===== src/rtl/mux_rr_arbiter_pkg.sv =====
// mux_rr_arbiter_pkg: shared state encoding and sizing for the round-robin mux arbiter
package mux_rr_arbiter_pkg;
  localparam int NREQ = 8;
  localparam int SELW = 3;
  typedef enum logic {IDLE = 1'b0, GRANT = 1'b1} state_t;
endpackage


===== src/rtl/mux_rr_arbiter_rr_pick.sv =====
// rr_pick: combinational rotating-priority search, first set request at or after ptr
module rr_pick
  import mux_rr_arbiter_pkg::*;
(
  input  logic [NREQ-1:0] req,
  input  logic [SELW-1:0] ptr,
  output logic            valid,
  output logic [SELW-1:0] index
);
  logic [NREQ-1:0] rot;
  logic [SELW-1:0] off;
  // rotate so ptr lands on bit 0, take the lowest set bit, then rotate the index back
  always_comb begin
    rot = NREQ'({req, req} >> ptr);
    off = '0;
    for (int i = NREQ - 1; i >= 0; i--) off = rot[i] ? SELW'(i) : off;
    valid = |req;
    index = ptr + off;
  end
endmodule


===== src/rtl/mux_rr_arbiter.sv =====
// mux_rr_arbiter: round-robin arbiter driving an 8:1 mux select; MUX_RR_ARBITER_STATS_EN adds GRANT_CNT
module mux_rr_arbiter
  import mux_rr_arbiter_pkg::*;
#(
  parameter int BURST = 4
) (
  input  logic            CLK,
  input  logic            RST,
  input  logic [NREQ-1:0] REQ,
  output logic [NREQ-1:0] GNT,
  output logic [SELW-1:0] SEL,
  output logic            EN_N,
  output logic            BUSY
`ifdef MUX_RR_ARBITER_STATS_EN
  ,
  output logic [15:0]     GRANT_CNT
`endif
);
  localparam logic [3:0] CNT_LOAD = 4'(BURST - 1);
  state_t          state, state_nx;
  logic [SELW-1:0] ptr, start, sel_nx, pick_i;
  logic [3:0]      cnt, cnt_nx;
  logic            pick_v, rel, arb;
  // after a release the search resumes just past the holder; from idle it starts at ptr
  assign start = (state == GRANT) ? SEL + 3'd1 : ptr;
  assign rel   = (state == GRANT) && (!REQ[SEL] || cnt == 4'd0);
  assign arb   = (state == IDLE) || rel;
  rr_pick u_pick (
    .req  (REQ),
    .ptr  (start),
    .valid(pick_v),
    .index(pick_i)
  );
  // next state: arbitrate when idle or releasing, otherwise count down the holder's burst
  always_comb begin
    state_nx = arb ? (pick_v ? GRANT : IDLE) : state;
    sel_nx   = (arb && pick_v) ? pick_i : SEL;
    cnt_nx   = arb ? (pick_v ? CNT_LOAD : 4'd0) : cnt - 4'd1;
  end
  // state and registered mux-facing outputs
  always_ff @(posedge CLK) begin
    if (RST) begin
      state <= IDLE;
      ptr   <= '0;
      cnt   <= '0;
      SEL   <= '0;
      GNT   <= '0;
      EN_N  <= 1'b1;
      BUSY  <= 1'b0;
    end else begin
      state <= state_nx;
      ptr   <= arb ? start : ptr;
      cnt   <= cnt_nx;
      SEL   <= sel_nx;
      GNT   <= (state_nx == GRANT) ? NREQ'(1) << sel_nx : '0;
      EN_N  <= state_nx != GRANT;
      BUSY  <= state_nx == GRANT;
    end
  end
`ifdef MUX_RR_ARBITER_STATS_EN
  // count every new grant, including back-to-back re-grants; wraps naturally
  always_ff @(posedge CLK) begin
    if (RST) GRANT_CNT <= '0;
    else GRANT_CNT <= GRANT_CNT + 16'(arb && pick_v);
  end
`endif
endmodule


===== config.mk =====
export PLATFORM = sky130hd
export DESIGN_NAME = mux_rr_arbiter
export DESIGN_NICKNAME = d
export VERILOG_FILES = /design/src/rtl/mux_rr_arbiter_pkg.sv /design/src/rtl/mux_rr_arbiter_rr_pick.sv /design/src/rtl/mux_rr_arbiter.sv
export SDC_FILE = /design/constraint.sdc
export NUM_CORES = 1
export LEC_CHECK = 0
export BUFFER_PORTS_ARGS = -buffer_cell sky130_fd_sc_hd__buf_4
export CORE_MARGIN = 8
export CORE_UTILIZATION = 25
export CTS_CLUSTER_SIZE = 14
export DETAILED_ROUTE_END_ITERATION = 7
export RECOVER_POWER = 100
export SKIP_LAST_GASP = 1
export SLEW_MARGIN = 0
export SYNTH_ARGS = -nofsm -noshare
export SYNTH_HDL_FRONTEND = slang
export SYNTH_SLANG_ARGS = --single-unit

===== constraint.sdc =====
create_clock -name CLK -period 4.3 [get_ports CLK]
set_input_delay 0.43 -clock CLK [delete_from_list [all_inputs] [get_ports CLK]]
set_output_delay 0.43 -clock CLK [all_outputs]
set_load 0.01 [all_outputs]

After elaboration in Yosys (flattened, before gate mapping)
Cells that the tools add are included.
{"block": "op_classes", "multipliers": 0, "n_bitwise": 2, "addsub": 3, "n_mux": 16, "shift": 2, "n_reduce_logical": 8, "order_cmp": 1, "n_eq_ne": 0, "div": 0}
{"operator": "two-way mux 3 bit", "n": 10}
{"operator": "right shift 16 x 3 -> 8 bit", "n": 1}
{"operator": "OR reduction 8 bit", "n": 1}
{"operator": "left shift 1 x 3 -> 8 bit, first input constant", "n": 1}
{"operator": "logical NOT 4 bit", "n": 1}
{"operator": "< comparator 3 x 4 -> 1 bit, second input constant", "n": 1}
{"operator": "two-way mux 4 bit", "n": 1}
{"operator": "subtractor 4 x 1 -> 4 bit, second input constant", "n": 1}
{"operator": "adder 3 x 1 -> 3 bit, second input constant", "n": 1}
{"operator": "adder 3 bit", "n": 1}
{"operator": "binary-select mux 1 bit (select 3 bit)", "n": 1}
{"operator": "two-way mux 1 bit", "n": 3}
{"operator": "logical AND 1 bit", "n": 2}
{"operator": "logical OR 1 bit", "n": 2}
{"operator": "two-way mux 2 bit", "n": 1}
{"operator": "inverter 1 bit", "n": 2}
{"operator": "OR reduction 2 bit", "n": 1}
{"operator": "logical NOT 1 bit", "n": 1}
{"block": "totals", "latch_bits": 0, "output_inout_bits": 13, "elab_cells": 38, "mem_bits_ro": 0, "in_bits": 10, "memories": 0, "regBits": 20, "ramBits": 0}

Longest topological paths before layout
{"block": "logic_depth", "depth_word": 14, "mapped_depth": 15, "mapped_depth_nobuf": 14}

By module
A second synthesis with hierarchy kept.
{"block": "hier_totals", "cells_unflattened": 170, "hier_area_um2": 1597.8}
{"module": "mux_rr_arbiter", "seq_area_each_um2": 400.4, "cells_per_inst": 120, "area_each_um2": 1078.5, "instances": 1}
{"module": "rr_pick", "seq_area_each_um2": 0.0, "cells_per_inst": 50, "area_each_um2": 519.2, "instances": 1}

Worst setup path after synthesis
No wires, ideal clock.
{"block": "synth_timing", "kind": "flip-flop to flip-flop", "startpoint": "reg SEL[0]", "endpoint": "reg GNT[5]", "path_buffers": 1, "stages_incl_launch_ff": 15, "synth_period_minus_slack_ns": 3.546, "setup_time_ns": 0.087, "arrival_ns": 3.458, "required_time_ns": 4.213, "path_slack_ns": 0.754, "path_cell_list": "dfxtp_1 -> ha_1 -> mux2_2 -> buf_6 -> mux4_1 -> mux2i_1 -> and2b_1 -> o211ai_2 -> a211oi_1 -> fa_1 -> xor2_1 -> nand2_1 -> or3_1 -> nand3_2 -> nor4b_2"}
{"block": "synth_via", "elab_chain_cells": 14, "word_cells_on_any_way": 24, "cone_classes": "2 x add/sub; 2 x shift; 13 x mux; 1 x bitwise; 6 x reduce/logical"}
{"element": "start, declared", "line_no": "mux_rr_arbiter.sv:11", "rtl": "output logic [SELW-1:0] SEL,"}
{"element": "start signal, assigned", "line_no": "mux_rr_arbiter.sv:54", "rtl": "SEL <= sel_nx;"}
{"element": "adder 3 x 1 -> 3 bit", "line_no": "mux_rr_arbiter.sv:25", "rtl": "assign start = (state == GRANT) ? SEL + 3'd1 : ptr;"}
{"element": "two-way mux 3 bit", "line_no": "mux_rr_arbiter.sv:25"}
{"element": "right shift 16 x 3 -> 8 bit", "line_no": "mux_rr_arbiter_rr_pick.sv:14", "rtl": "rot = NREQ'({req, req} >> ptr);"}
{"element": "two-way mux 3 bit (8 in series)", "line_no": "mux_rr_arbiter_rr_pick.sv:16", "rtl": "for (int i = NREQ - 1; i >= 0; i--) off = rot[i] ? SELW'(i) : off;"}
{"element": "adder 3 bit", "line_no": "mux_rr_arbiter_rr_pick.sv:18", "rtl": "index = ptr + off;"}
{"element": "two-way mux 3 bit", "line_no": "mux_rr_arbiter.sv:37", "rtl": "sel_nx = (arb && pick_v) ? pick_i : SEL;"}
{"element": "left shift 1 x 3 -> 8 bit", "line_no": "mux_rr_arbiter.sv:55", "rtl": "GNT <= (state_nx == GRANT) ? NREQ'(1) << sel_nx : '0;"}
{"element": "end signal, assigned", "line_no": "mux_rr_arbiter.sv:55"}
{"element": "end, declared", "line_no": "mux_rr_arbiter.sv:10", "rtl": "output logic [NREQ-1:0] GNT,"}
Parallel ways exist; a longest one is shown, timed or not. The select of a mux whose other input is x is not followed.
A chain may end at the register's enable or synchronous reset.

Final worst setup path
Same ends and word-level chain as after synthesis.

==> impl_metrics.tcl <==
set metrics [dict create \
    drt-total-wl_um 3010 \
    layout-drive-gt1-share 0.188 \
    ant_nets 0 \
    setup_tns_ns 0 \
    cts_made_buffers 3 \
    routabilityCongestion 0.796 \
    synth_async_sr_flop_share 0 \
    drc 0 \
    cp-start-kind "register" \
    slew_headroom 0.497 \
    p_int_mw 0.554 \
    clk_latency_ns 0.25 \
    num_io_pins 23 \
    fin_crit_sh 0.908 \
    antenna_found_initial 0 \
    antennaDiodeCount 0 \
    period_needed_ns 3.91 \
    track_usage 0.0762 \
    synthTopCellsByArea "dfxtp_1 (29%), mux4_1 (12%), mux2i_1 (6.6%), mux4_2 (6.6%), nor2_1 (3.6%)" \
    core_sq_um 5410 \
    clock_sinks 20 \
    wl_met3_um 111 \
    synthCells 131 \
    placed_area_sq_um 1610 \
    outcome "completed" \
    total_power_mw 0.993 \
    finalSetupViolations 0 \
    required_ns 4.45 \
    yosys_warnings 0 \
    synth-seq-cells 20 \
    drv_slew 0 \
    clk_pin_slew_worst_paths_ns 0.06 \
    start_util 0.253 \
    grt_pass1_wl_um 5320 \
    power_density_nw_per_um2 624 \
    cts_tree "built" \
    dieArea_sq_um 8100 \
    num_vias 1107 \
    crit_path_max_fanout 10 \
    yosysTopAreaCell "dfxtp_1" \
    clock_skew_ns 0.00160 \
    syn_nets 145 \
    vias_per_cell 4.90 \
    htree_levels 1 \
    ys_seq_area_frac 0.293 \
    design_area_sq_um 1590 \
    nets 170 \
    die_w_um 90.0 \
    power.switching_mw 0.439 \
    dr.pass1.iters 4 \
    peakVddDrop_uv 137 \
    synth_top_area_frac 0.293 \
    yosysUniqueCellTypes 47 \
    initialDrtViolationCount 42 \
    io_buffers 22 \
    comb_power_share 0.624 \
    swShare 0.442 \
    max_freq_mhz 256 \
    end_kind "register" \
    synth_edf_count 0 \
    grt.overflow.total 0 \
    clockBufferDepth 2 \
    final_cells 226 \
    hpwl_um 2420 \
    synth.most_common_cell "dfxtp_1" \
    max_cap_violations 0 \
    rows 27 \
    p_leak_nw 0.646 \
    die_y_um 90.0 \
    rsz0062_at_grt "no" \
    clkPwrFrac 0.114 \
    p_seq_frac 0.262 \
    crit_arrival_ns 4.05 \
    top_layer "met4" \
    grt_max_degree 12 \
    cts_hold_buf 0 \
    critical_path_class "reg -> reg" \
    syn2layout_area_growth_pct 16.4 \
    synth_area_sq_um 1370 \
    hp-class "in -> reg" \
    grt_pass1_vias 1113 \
    yosys-top-cells-count "dfxtp_1 (20), nor2_1 (13), nand2_1 (10)" \
    hold_viol 0 \
    wl_met1_um 1470 \
    post-place-cells 223 \
    wl_per_cell_um 13.3 \
    tightest_slew_ns 0.748 \
    synth.avg_cell_area_sq_um 10.4 \
    wl_met2_um 1400 \
    synth_top_flop_cell "dfxtp_1" \
    cts_root_buffer "clkbuf_8" \
]
## critical path, stage by stage, from the launching register on
cell	delay, ns
dfxtp_1	0.53
ha_1	0.29
mux2_2	0.38
mux4_1	0.50
mux2i_1	0.24
and2b_1	0.17
o211ai_2	0.13
a211oi_1	0.33
fa_1	0.46
mux2i_1	0.34
nand2_1	0.16
nor4b_1	0.27
## worst paths after layout
| path | end | depth (start not counted) | from | slack, ns |
|---|---|---|---|---|
| min | ptr[2] | 2 | RST | 0.41 |
| max | GNT[5] | 11 | SEL[0] | 0.39 |
| max reg2reg | GNT[5] | 11 | SEL[0] | 0.39 |
| min reg2reg | cnt[0] | 1 | cnt[0] | 0.47 |
## sequential cells by signal, indices dropped and copies added (netlist names)
name and count:
ptr 3, cnt 4, SEL 3, EN_N 1
GNT 8, state 1
## area by class of cell
type | count | area (sq um)
Tap cell | 72 | 90.1
Clock buffer | 3 | 41.3
Fill cell | 610 | 3810
Sequential cell | 20 | 400
Multi-Input combinational cell | 101 | 907
Inverter | 5 | 18.8
Timing Repair Buffer | 25 | 135
## power by group through the flow
stage / sequential (mW) / clock (mW) / combinational, mW
3_5_place_dp: 0.265 / 0 / 0.654
5_1_grt: 0.266 / 0.126 / 0.698
3_3_place_gp: 0.265 / 0 / 0.651
6_report: 0.260 / 0.113 / 0.620
2_1_floorplan: 0.273 / 0 / 0.498
4_1_cts: 0.261 / 0.120 / 0.655
## through the flow
step / util / setup slack, ns / hold slack [ns]
2_1_floorplan: - / 0.754 / 0.430
3_3_place_gp: 0.297 / 0.440 / 0.447
3_5_place_dp: 0.297 / 0.384 / 0.453
4_1_cts: 0.305 / 0.368 / 0.399
5_1_grt: 0.295 / 0.0551 / 0.410
6_report: 0.295 / 0.394 / 0.410
## kinds of logic after synthesis
group	share of synthesized area
adders and majority gates	0.0421
xor gates and xnor gates	0.0256
DFF	0.293
muxes	0.276
AOI/OAI and AO/OA	0.119
and+or+nand+nor	0.203
buffers and inverters	0.0420
## what timing repair did
item | 4_1_cts | 5_1_grt
resized for setup | 0 | 1
buffers inserted | 0 | 0
endpoints found under the setup margin | 0 | 1
## cells in the final DEF, fill, tap and decap left out, drive strengths merged
master | synthesis | final
nand4 | 3 | 3
xor2 | 1 | 1
clkbuf | 1 | 17
nor2b | 1 | 1
or2 | 1 | 1
or2b | 2 | 2
nand2 | 10 | 10
o31a | 2 | 2
nand3 | 2 | 2
mux2i | 10 | 10
ha | 3 | 3
o21ai | 4 | 4
or4 | 1 | 1
o31ai | 2 | 2
buf | 4 | 11
mux4 | 10 | 10
and2b | 1 | 1
xnor2 | 3 | 3
o211ai | 1 | 1
nor4b | 1 | 1
a21oi | 5 | 5
and2 | 1 | 1
o211a | 1 | 1
a31oi | 3 | 3
nor3 | 4 | 4
mux2 | 2 | 2
nor2 | 13 | 13
or3 | 2 | 2
a211oi | 3 | 3
dfxtp | 20 | 20
and4 | 3 | 3
inv | 5 | 5
nor4 | 4 | 4
o2111a | 1 | 1
fa | 1 | 1
## routing by layer
layer,track usage,vias up
met5,0,-
met4,0.0208,0
met3,0.0208,2
met2,0.126,15
met1,0.0947,538
li1,-,552
Power figures use the tool's default switching activity.
